--- src/rtl/nn_dense_layer_if.sv ---
// nn_dense_layer_if
// Bundles the job-input and result-output handshakes of nn_dense_layer.
//   in_valid / in_ready   : job handshake. x_flat and w_flat are sampled on acceptance.
//   x_flat                : activation i at bits [i*W +: W]
//   w_flat                : weight i->j at bits [(j*N_IN+i)*W +: W]
//   out_valid / out_ready : result handshake, one neuron per transfer
//   out_data              : neuron result
//   out_idx               : neuron index j
//   out_last              : high with the result of neuron N_OUT-1
// The layer connects to the slave modport. The job source / result sink uses master.
interface nn_dense_layer_if #(
  parameter int N_IN  = 4,
  parameter int N_OUT = 4,
  parameter int W     = 16
);
  localparam int IDXW = (N_OUT > 1) ? $clog2(N_OUT) : 1;

  logic                    in_valid;
  logic                    in_ready;
  logic [N_IN*W-1:0]       x_flat;
  logic [N_IN*N_OUT*W-1:0] w_flat;
  logic                    out_valid;
  logic                    out_ready;
  logic [W-1:0]            out_data;
  logic [IDXW-1:0]         out_idx;
  logic                    out_last;

  modport master (
    output in_valid, x_flat, w_flat, out_ready,
    input  in_ready, out_valid, out_data, out_idx, out_last
  );

  modport slave (
    input  in_valid, x_flat, w_flat, out_ready,
    output in_ready, out_valid, out_data, out_idx, out_last
  );
endinterface

--- src/rtl/nn_dense_layer.sv ---
// nn_dense_layer
// Time-multiplexed fully-connected layer. One job carries all activations and weights.
// A single signed MAC evaluates output neurons 0..N_OUT-1 in turn.
// Each neuron takes N_IN MAC cycles. Each result is held until it is accepted downstream.
// Ports:
//   clk : rising-edge clock
//   rst : synchronous, active-high reset. It aborts any job in progress.
//   bus : nn_dense_layer_if.slave, carrying the job and result handshakes
// Parameters:
//   N_IN  : number of input activations
//   N_OUT : number of output neurons
//   W     : data width
//   FRAC  : arithmetic right shift applied to the accumulator before saturation
// Build option:
//   NN_RELU_EN : when defined, negative saturated results are clamped to zero (ReLU).
//                Otherwise the activation is linear.
module nn_dense_layer #(
  parameter int N_IN  = 4,
  parameter int N_OUT = 4,
  parameter int W     = 16,
  parameter int FRAC  = 0
) (
  input logic             clk,
  input logic             rst,
  nn_dense_layer_if.slave bus
);

  localparam int IW   = (N_IN > 1) ? $clog2(N_IN) : 1;
  localparam int JW   = (N_OUT > 1) ? $clog2(N_OUT) : 1;
  localparam int AW   = 2 * W + $clog2(N_IN);
  localparam int XW   = N_IN * W;
  localparam int WWID = N_IN * N_OUT * W;

  localparam logic signed [AW-1:0] SAT_MAX = {{(AW-W+1){1'b0}}, {(W-1){1'b1}}};
  localparam logic signed [AW-1:0] SAT_MIN = {{(AW-W+1){1'b1}}, {(W-1){1'b0}}};

  localparam logic [1:0] S_IDLE = 2'd0;
  localparam logic [1:0] S_MAC  = 2'd1;
  localparam logic [1:0] S_EMIT = 2'd2;

  logic [1:0]            state_q, state_d;
  logic [XW-1:0]         x_q, x_d;
  logic [WWID-1:0]       w_q, w_d;
  logic signed [AW-1:0]  acc_q, acc_d;
  logic [IW-1:0]         i_q, i_d;
  logic [JW-1:0]         j_q, j_d;
  logic                  out_valid_q, out_valid_d;
  logic [W-1:0]          out_data_q, out_data_d;
  logic [JW-1:0]         out_idx_q, out_idx_d;
  logic                  out_last_q, out_last_d;

  logic signed [W-1:0]   xi, wi;
  logic signed [2*W-1:0] prod;
  logic signed [AW-1:0]  sum, shifted;
  logic [W-1:0]          res;
  logic                  last_i, last_j;

  // Operand select for the current (i, j) term from the captured job.
  always_comb begin
    xi = '0;
    wi = '0;
    for (int unsigned k = 0; k < N_IN; k++) begin
      if (i_q == IW'(k)) xi = x_q[k*W +: W];
    end
    for (int unsigned jj = 0; jj < N_OUT; jj++) begin
      for (int unsigned k = 0; k < N_IN; k++) begin
        if (j_q == JW'(jj) && i_q == IW'(k)) wi = w_q[(jj*N_IN+k)*W +: W];
      end
    end
  end

  // The final result includes the term added on this cycle.
  // The shift is arithmetic (floor), and saturation is applied afterwards.
  always_comb begin
    prod    = xi * wi;
    sum     = acc_q + AW'(prod);
    shifted = sum >>> FRAC;
    if (shifted > SAT_MAX)      res = SAT_MAX[W-1:0];
    else if (shifted < SAT_MIN) res = SAT_MIN[W-1:0];
    else                        res = shifted[W-1:0];
`ifdef NN_RELU_EN
    if (res[W-1]) res = '0;
`endif
  end

  assign last_i = (i_q == IW'(N_IN - 1));
  assign last_j = (j_q == JW'(N_OUT - 1));

  always_comb begin
    state_d     = state_q;
    x_d         = x_q;
    w_d         = w_q;
    acc_d       = acc_q;
    i_d         = i_q;
    j_d         = j_q;
    out_valid_d = out_valid_q;
    out_data_d  = out_data_q;
    out_idx_d   = out_idx_q;
    out_last_d  = out_last_q;
    case (state_q)
      S_IDLE: begin
        if (bus.in_valid) begin
          x_d     = bus.x_flat;
          w_d     = bus.w_flat;
          acc_d   = '0;
          i_d     = '0;
          j_d     = '0;
          state_d = S_MAC;
        end
      end
      S_MAC: begin
        acc_d = sum;
        i_d   = i_q + 1'b1;
        if (last_i) begin
          i_d         = '0;
          out_data_d  = res;
          out_idx_d   = j_q;
          out_last_d  = last_j;
          out_valid_d = 1'b1;
          state_d     = S_EMIT;
        end
      end
      S_EMIT: begin
        if (bus.out_ready) begin
          out_valid_d = 1'b0;
          if (!last_j) begin
            j_d     = j_q + 1'b1;
            i_d     = '0;
            acc_d   = '0;
            state_d = S_MAC;
          end else begin
            state_d = S_IDLE;
          end
        end
      end
      default: state_d = S_IDLE;
    endcase
  end

  always_ff @(posedge clk) begin
    if (rst) begin
      state_q     <= S_IDLE;
      x_q         <= '0;
      w_q         <= '0;
      acc_q       <= '0;
      i_q         <= '0;
      j_q         <= '0;
      out_valid_q <= 1'b0;
      out_data_q  <= '0;
      out_idx_q   <= '0;
      out_last_q  <= 1'b0;
    end else begin
      state_q     <= state_d;
      x_q         <= x_d;
      w_q         <= w_d;
      acc_q       <= acc_d;
      i_q         <= i_d;
      j_q         <= j_d;
      out_valid_q <= out_valid_d;
      out_data_q  <= out_data_d;
      out_idx_q   <= out_idx_d;
      out_last_q  <= out_last_d;
    end
  end

  assign bus.in_ready  = (state_q == S_IDLE);
  assign bus.out_valid = out_valid_q;
  assign bus.out_data  = out_data_q;
  assign bus.out_idx   = out_idx_q;
  assign bus.out_last  = out_last_q;

endmodule
--- src/flat_wrapper.sv ---
// flat-port wrapper written by rule: the top's interface ports become plain ports
module nn_dense_layer_flat 
#(
  parameter int N_IN  = 4,
  parameter int N_OUT = 4,
  parameter int W     = 16,
  parameter int FRAC  = 0
)
  (clk, rst, bus_in_valid, bus_x_flat, bus_w_flat, bus_out_ready, bus_in_ready, bus_out_valid, bus_out_data, bus_out_idx, bus_out_last);
  nn_dense_layer_if #(.N_IN(N_IN), .N_OUT(N_OUT), .W(W)) bus_i ();
  input logic clk;
  input logic rst;
  input wire logic [$bits(bus_i.in_valid)-1:0] bus_in_valid;
  input wire logic [$bits(bus_i.x_flat)-1:0] bus_x_flat;
  input wire logic [$bits(bus_i.w_flat)-1:0] bus_w_flat;
  input wire logic [$bits(bus_i.out_ready)-1:0] bus_out_ready;
  output wire logic [$bits(bus_i.in_ready)-1:0] bus_in_ready;
  output wire logic [$bits(bus_i.out_valid)-1:0] bus_out_valid;
  output wire logic [$bits(bus_i.out_data)-1:0] bus_out_data;
  output wire logic [$bits(bus_i.out_idx)-1:0] bus_out_idx;
  output wire logic [$bits(bus_i.out_last)-1:0] bus_out_last;
  assign bus_i.in_valid = bus_in_valid;
  assign bus_i.x_flat = bus_x_flat;
  assign bus_i.w_flat = bus_w_flat;
  assign bus_i.out_ready = bus_out_ready;
  assign bus_in_ready = bus_i.in_ready;
  assign bus_out_valid = bus_i.out_valid;
  assign bus_out_data = bus_i.out_data;
  assign bus_out_idx = bus_i.out_idx;
  assign bus_out_last = bus_i.out_last;
  nn_dense_layer #(.N_IN(N_IN), .N_OUT(N_OUT), .W(W), .FRAC(FRAC)) u_core (.clk(clk), .rst(rst), .bus(bus_i));
endmodule
--- config.mk ---
export PLATFORM = sky130hd
export DESIGN_NAME = nn_dense_layer_flat
export DESIGN_NICKNAME = d
export VERILOG_FILES = /design/src/rtl/nn_dense_layer_if.sv /design/src/rtl/nn_dense_layer.sv /design/src/flat_wrapper.sv
export SDC_FILE = /design/constraint.sdc
export NUM_CORES = 2
export LEC_CHECK = 0
export ABC_AREA = 1
export CAP_MARGIN = 0
export CORE_ASPECT_RATIO = 0.9
export CORE_MARGIN = 5
export CORE_UTILIZATION = 55
export CTS_CLUSTER_DIAMETER = 40
export CTS_CLUSTER_SIZE = 20
export DETAILED_ROUTE_END_ITERATION = 6
export GPL_ROUTABILITY_DRIVEN = 0
export PLACE_DENSITY = 0.77
export SYNTH_ARGS = -nofsm -noshare
export SYNTH_HDL_FRONTEND = slang
export SYNTH_SLANG_ARGS = --single-unit
--- constraint.sdc ---
create_clock -name clk -period 10.92 [get_ports clk]
set_input_delay 3.276 -clock clk [delete_from_list [all_inputs] [get_ports clk]]
set_output_delay 3.276 -clock clk [all_outputs]
set_load 0.005 [all_outputs]
# After elaboration in Yosys (flattened, before gate mapping)
# Cells that the tools add are included.
[totals]
regBits = 380
in_bits = 324
word_cells = 98
[classes]
addsub = 3
mul = 1
magnitude_cmp = 2
eq_ne = 12
muxes = 42
n_reduce_logical = 28
[op_table]
columns = ["cell", "count"]
rows = [
  ["$mux 16", 22],
  ["$mux 34", 3],
  ["$pmux 34 s3", 1],
  ["$add 34x32->34", 1],
  ["$gt 34x16->1 const B", 1],
  ["$lt 34x16->1 const B", 1],
  ["$mul 16x16->32", 1],
  ["$mux 2", 9],
  ["$logic_and 1x1->1", 16],
  ["$pmux 2 s3", 2],
  ["$eq 2x2->1 const B", 5],
  ["$reduce_and 4->1", 2],
  ["$eq 2x1->1 const B", 3],
  ["$logic_not 2->1", 3],
  ["$ne 2x2->1 const B", 3],
  ["$reduce_and 3->1", 2],
  ["$add 2x1->2 const B", 2],
  ["$pmux 2 s2", 1],
  ["$reduce_and 2->1", 2],
  ["$reduce_bool 2->1", 2],
  ["$mux 1", 3],
  ["$reduce_bool 3->1", 1],
  ["$ne 2x1->1 const B", 1],
  ["$pmux 1 s2", 1],
]

# Logic depth before layout (Yosys ltp)
[depth]
ltp_word = 23
mapped_depth = 56
mapped_depth_nobuf = 54

# Least setup slack after synthesis
# Ideal clock, no wire load.
[synth_path]
kind = "flip-flop to flip-flop"
from = "reg u_core.i_q[0]"
to = "reg u_core.out_data_q[10] (netlist: u_core.bus.out_data[10])"
setup_time_ps = 122
arrival_ps = 7738
t_required_ps = 10798
slack_ps = 3061
path_stages_with_launch = 45
path_buffers = 2
synth_period_minus_slack_ps = 7859
path_cell_list = "dfxtp_1 -> inv_1 -> ha_1 -> nand2_1 -> buf_4 -> clkbuf_1 -> o21ai_0 -> o21ai_0 -> nand2_1 -> nand3_1 -> o211ai_1 -> nand3_1 -> o211ai_1 -> nand3_1 -> o211ai_1 -> nand3_1 -> nand2_1 -> nand2_1 -> [... 9 more ...] -> fa_1 -> fa_1 -> inv_1 -> ha_1 -> nand2_1 -> nor2_1 -> nand2_1 -> or3_1 -> nand2_1 -> nand2_1 -> nand2_1 -> nand3_1 -> nor2_1 -> nand3_1 -> nand3_2 -> nand2_1 -> inv_4 -> a21oi_2"
[synth_via]
elab_chain_cells = 23
elab_cells_between_ends = 47
cone_classes = "1 x add/sub; 1 x mul; 2 x order compare; 3 x eq/ne; 22 x mux; 18 x reduce/logical"
[synth_rtl]
columns = ["item", "line_no", "source"]
rows = [
  ["from (decl)", "nn_dense_layer.sv:45", "logic [IW-1:0] i_q, i_d;"],
  ["from (signal assigned)", "nn_dense_layer.sv:157", "i_q <= i_d;"],
  ["$logic_not 2->1", "nn_dense_layer.sv:63, nn_dense_layer.sv:67", ""],
  ["$logic_and 1x1->1", "nn_dense_layer.sv:67", "if (j_q == JW'(jj) && i_q == IW'(k)) wi = w_q[(jj*N_IN+k)*W +: W];"],
  ["$mux 16 (16 in series)", "nn_dense_layer.sv:67", ""],
  ["$mul 16x16->32", "nn_dense_layer.sv:75", "prod = xi * wi;"],
  ["$add 34x32->34", "nn_dense_layer.sv:76", "sum = acc_q + AW'(prod);"],
  ["$lt 34x16->1", "nn_dense_layer.sv:79", "else if (shifted < SAT_MIN) res = SAT_MIN[W-1:0];"],
  ["$mux 16", "nn_dense_layer.sv:79", ""],
  ["$mux 16", "nn_dense_layer.sv:78", "if (shifted > SAT_MAX) res = SAT_MAX[W-1:0];"],
  ["to (signal assigned)", "nn_dense_layer.sv:160", "out_data_q <= out_data_d;"],
  ["to (decl)", "nn_dense_layer.sv:48", "logic [W-1:0] out_data_q, out_data_d;"],
]
# Parallel ways exist; a longest one is shown, timed or not.
# A chain may end at the register's enable or synchronous reset.

# Worst setup path after layout
[layout_path]
from = "reg u_core.i_q[1]"
to = "reg u_core.out_data_q[9] (netlist: u_core.bus.out_data[9])"
# Same word-level chain as after synthesis.

==> reports/results.tsv <==
metric	value	unit
status	finished, violations left	
failed_checks	design-rule violations	
grt_busiest_layer	met2	
path_delay_family	adder cells	
fmax	0.0966	GHz
grt_use_total	0.328	
power.density	267	nW/um2
nFillCells	4217	
synth_top_family_by_area	adder cells	
hpwl	69800	um
design_area	33700	um2
cp-startpoint	u_core.i_q[1]	
crit_required	11.42	ns
critPathBufInv	7	
switchingPower	0.00445	W
post_cts_buffers	0	
viasPerCell	5.60	
synth-compound-area-share	0.139	
wl	92300	um
ys_types	52	
slew_violations	0	
cts-htree-levels	2	
drt_iter0_drc	3171	
final_antenna_net_count	0	
ir_drop	0.303	mV
syn_inst	3692	
drv_cap	0	
gr-total-overflow	0	
p_seq_frac	0.179	
yosys_most_used_dff	dfxtp_1	
synth_top_area_share	0.273	
synth-adder-area-share	0.269	
total_power	0.00899	W
post-route-util	0.670	
min_period	10.35	ns
root_buffer	clkbuf_16	
maxSlewHeadroom	0.257	
hold_viol_final	0	
fin_setup_tns	0	ns
cts_resized	0	
path_clk_slew	0.06	ns
hp-start	u_core.x_q[39]	
placed_area	31700	um2
start_util	0.554	
clk_latency	0.63	ns
p_int	0.00454	W
synth-xor-area-share	0.0113	
holdBufCountCts	0	
holdPathStages	2	
startpoint_type	flip-flop	
drc	32	
rsz0062_at_grt	no	
die_w	247	um
cts_tree	built	
grt_pass1_wl	143000	um
dieArea	55300	um2
grt_start_max_net_pins	139	
nets	4685	
worstPathArrival	10.86	ns
synthMuxAreaShare	0	
finClkSkew	0.0268	ns
fp-row-count	78	
hold-path-endpoint	u_core.x_q[39]	
port_buffers	344	
drive_gt1_frac	0.0589	
netlist_area	27900	um2
grt_pass1_vias	25467	
cts_buffer_depth	3	
grtUsageMet1	0.457	
hold_path.class	reg2reg	
crit_fanout	20	
synth-seq-cells	380	
cpMostUsedCell	nand2_1	
cts.sinks	380	
cpPeakStageDelay	0.90	ns
end_kind	flip-flop	
route.vias.total	26257	
post-route-period-util	0.948	
synth-warning-count	0	
pwr-share-comb	0.611	
routedWlPerCell	19.7	um
globalRouteMet3Util	0.0880	
dr.pass1.iters	7	
dieHeight	224	um
r2r-end	u_core.bus.out_data[9]	
antenna_found_initial	15	
ioPinCount	345	
tightest_slew	1.12	ns
cts_made_buffers	54	
async_flop_share	0	
synth_top_cell_by_area	dfxtp_1	
finalSetupViolCount	0	
swShare	0.495	
clockPowerShare	0.209	
leakage	15.6	nW
slowest_stage	fa_1	
grtUsageMet2	0.486	
area_growth	20.9	%
syn_avg_cell_area	7.55	um2
seqCellArea	7610	um2
multi_input_area	17700	um2
synth_fp_nets	4431	
synth-edff-count	0	
coreArea	50300	um2
rr_worst_depth	44	
yosys-top-cells-area	dfxtp_1 27%, fa_1 22%, nor2_1 11%, nand2_1 6.8%, o21ai_0 6.5%	
reg2reg_from	u_core.i_q[1]	
critPathKind	reg2reg	
synth_simple_gate_area_frac	0.216	
reg2reg_slack	0.57	ns
synth_seq_area_share	0.273	
-- synthesized netlist by cell type, types with 4 or more instances --
cell / n
a21oi_1: 207
a21oi_2: 14
a22oi_1: 30
a31oi_1: 9
buf_1: 7
buf_2: 21
buf_4: 12
clkbuf_1: 152
clkinv_1: 11
dfxtp_1: 380
fa_1: 306
ha_1: 109
inv_1: 435
inv_2: 8
nand2_1: 503
nand2_2: 20
nand2_4: 7
nand3_1: 128
nand4_1: 6
nor2_1: 802
nor3_1: 7
o211ai_1: 38
o21ai_0: 360
o21ai_1: 27
o21bai_1: 4
or2_2: 13
xnor2_1: 22
xor2_1: 14
-- worst reg2reg max path, delay by kind of cell (launching register included) --
kind                       cells  cell delay (ns)
adders and majority gates      8             4.46
and+or+nand+nor               21             3.17
AOI/OAI and AO/OA              7             1.15
buffers and inverters          7             0.90
DFF                            1             0.34
xor gates and xnor gates       1             0.25
-- cell type report --
type | instances | share of cell area
diodes | 15 | 0.00111
clock buffers | 56 | 0.0406
clock inverters | 45 | 0.0168
inverters | 457 | 0.0516
multi-input cells | 2660 | 0.526
flip-flops and latches | 380 | 0.226
well taps | 680 | 0.0253
repair buffers | 393 | 0.113
-- sequential cells by signal, summed over array words and instances (netlist names) --
signal	flops
u_core.w_q	256
u_core.x_q	64
u_core.acc_q	34
u_core.bus.out_data	16
u_core.bus.out_idx	2
u_core.i_q	2
u_core.j_q	2
u_core.state_q	2
u_core.bus.out_last	1
u_core.bus.out_valid	1
-- placed cells by master, fill, tap and decap left out, drive strengths merged, types with 14 or more instances in the layout --
cell type	instances
a21oi	221
a22oi	30
buf	50
clkbuf	56
clkdlybuf4s50	343
clkinv	22
dfxtp	380
diode	15
fa	306
ha	109
inv	467
nand2	530
nand3	131
nor2	805
o211ai	40
o21ai	390
or2	15
xnor2	22
xor2	14
-- metal layers --
metal	routed length, um	vias to the layer above	part of all wire
met1	37400	12402	0.41
li1	-	12121	-
met4	4160	8	0.045
met3	10800	280	0.12
met5	96	-	0.0010
met2	39900	1446	0.43
-- worst max-delay path by stage --
stage	endpoint	slack (ns)	cells past startpoint
after floorplan	u_core.bus.out_data[10]	3.06	44
after global placement	u_core.bus.out_data[14]	1.01	46
after detailed placement	u_core.bus.out_data[5]	0.91	46
after CTS	u_core.bus.out_data[0]	0.80	42
after global routing	u_core.bus.out_data[9]	0.003	44
final	u_core.bus.out_data[9]	0.57	44
-- kinds of logic (layout without fill, tap and decap cells) --
kind of cell	after synthesis	count (layout)
flops	380	380
other cells	0	15
xor+xnor	36	36
fa+ha+maj	415	415
buf+inv	652	951
compound gates	710	710
simple gates	1499	1499
-- power by group through the flow --
stage                     sequential [W]  clock [W]  combinational (W)
final                            0.00161    0.00188            0.00550
after global routing             0.00162    0.00195            0.00613
after CTS                        0.00161    0.00188            0.00536
after detailed placement         0.00164          0            0.00528
after global placement           0.00163          0            0.00520
after floorplan                  0.00161          0            0.00397
-- metrics by stage --
stage / std cells / hold slack [ns] / setup WS, ns
2_1_floorplan: 3692 / 0.430 / 3.06
3_3_place_gp: 4570 / 0.442 / 1.01
3_5_place_dp: 4570 / 0.447 / 0.910
4_1_cts: 4671 / 0.455 / 0.803
5_1_grt: 4683 / 0.470 / 0.00334
6_report: 4686 / 0.455 / 0.565
Note: power is estimated with default switching activity, not from simulation.
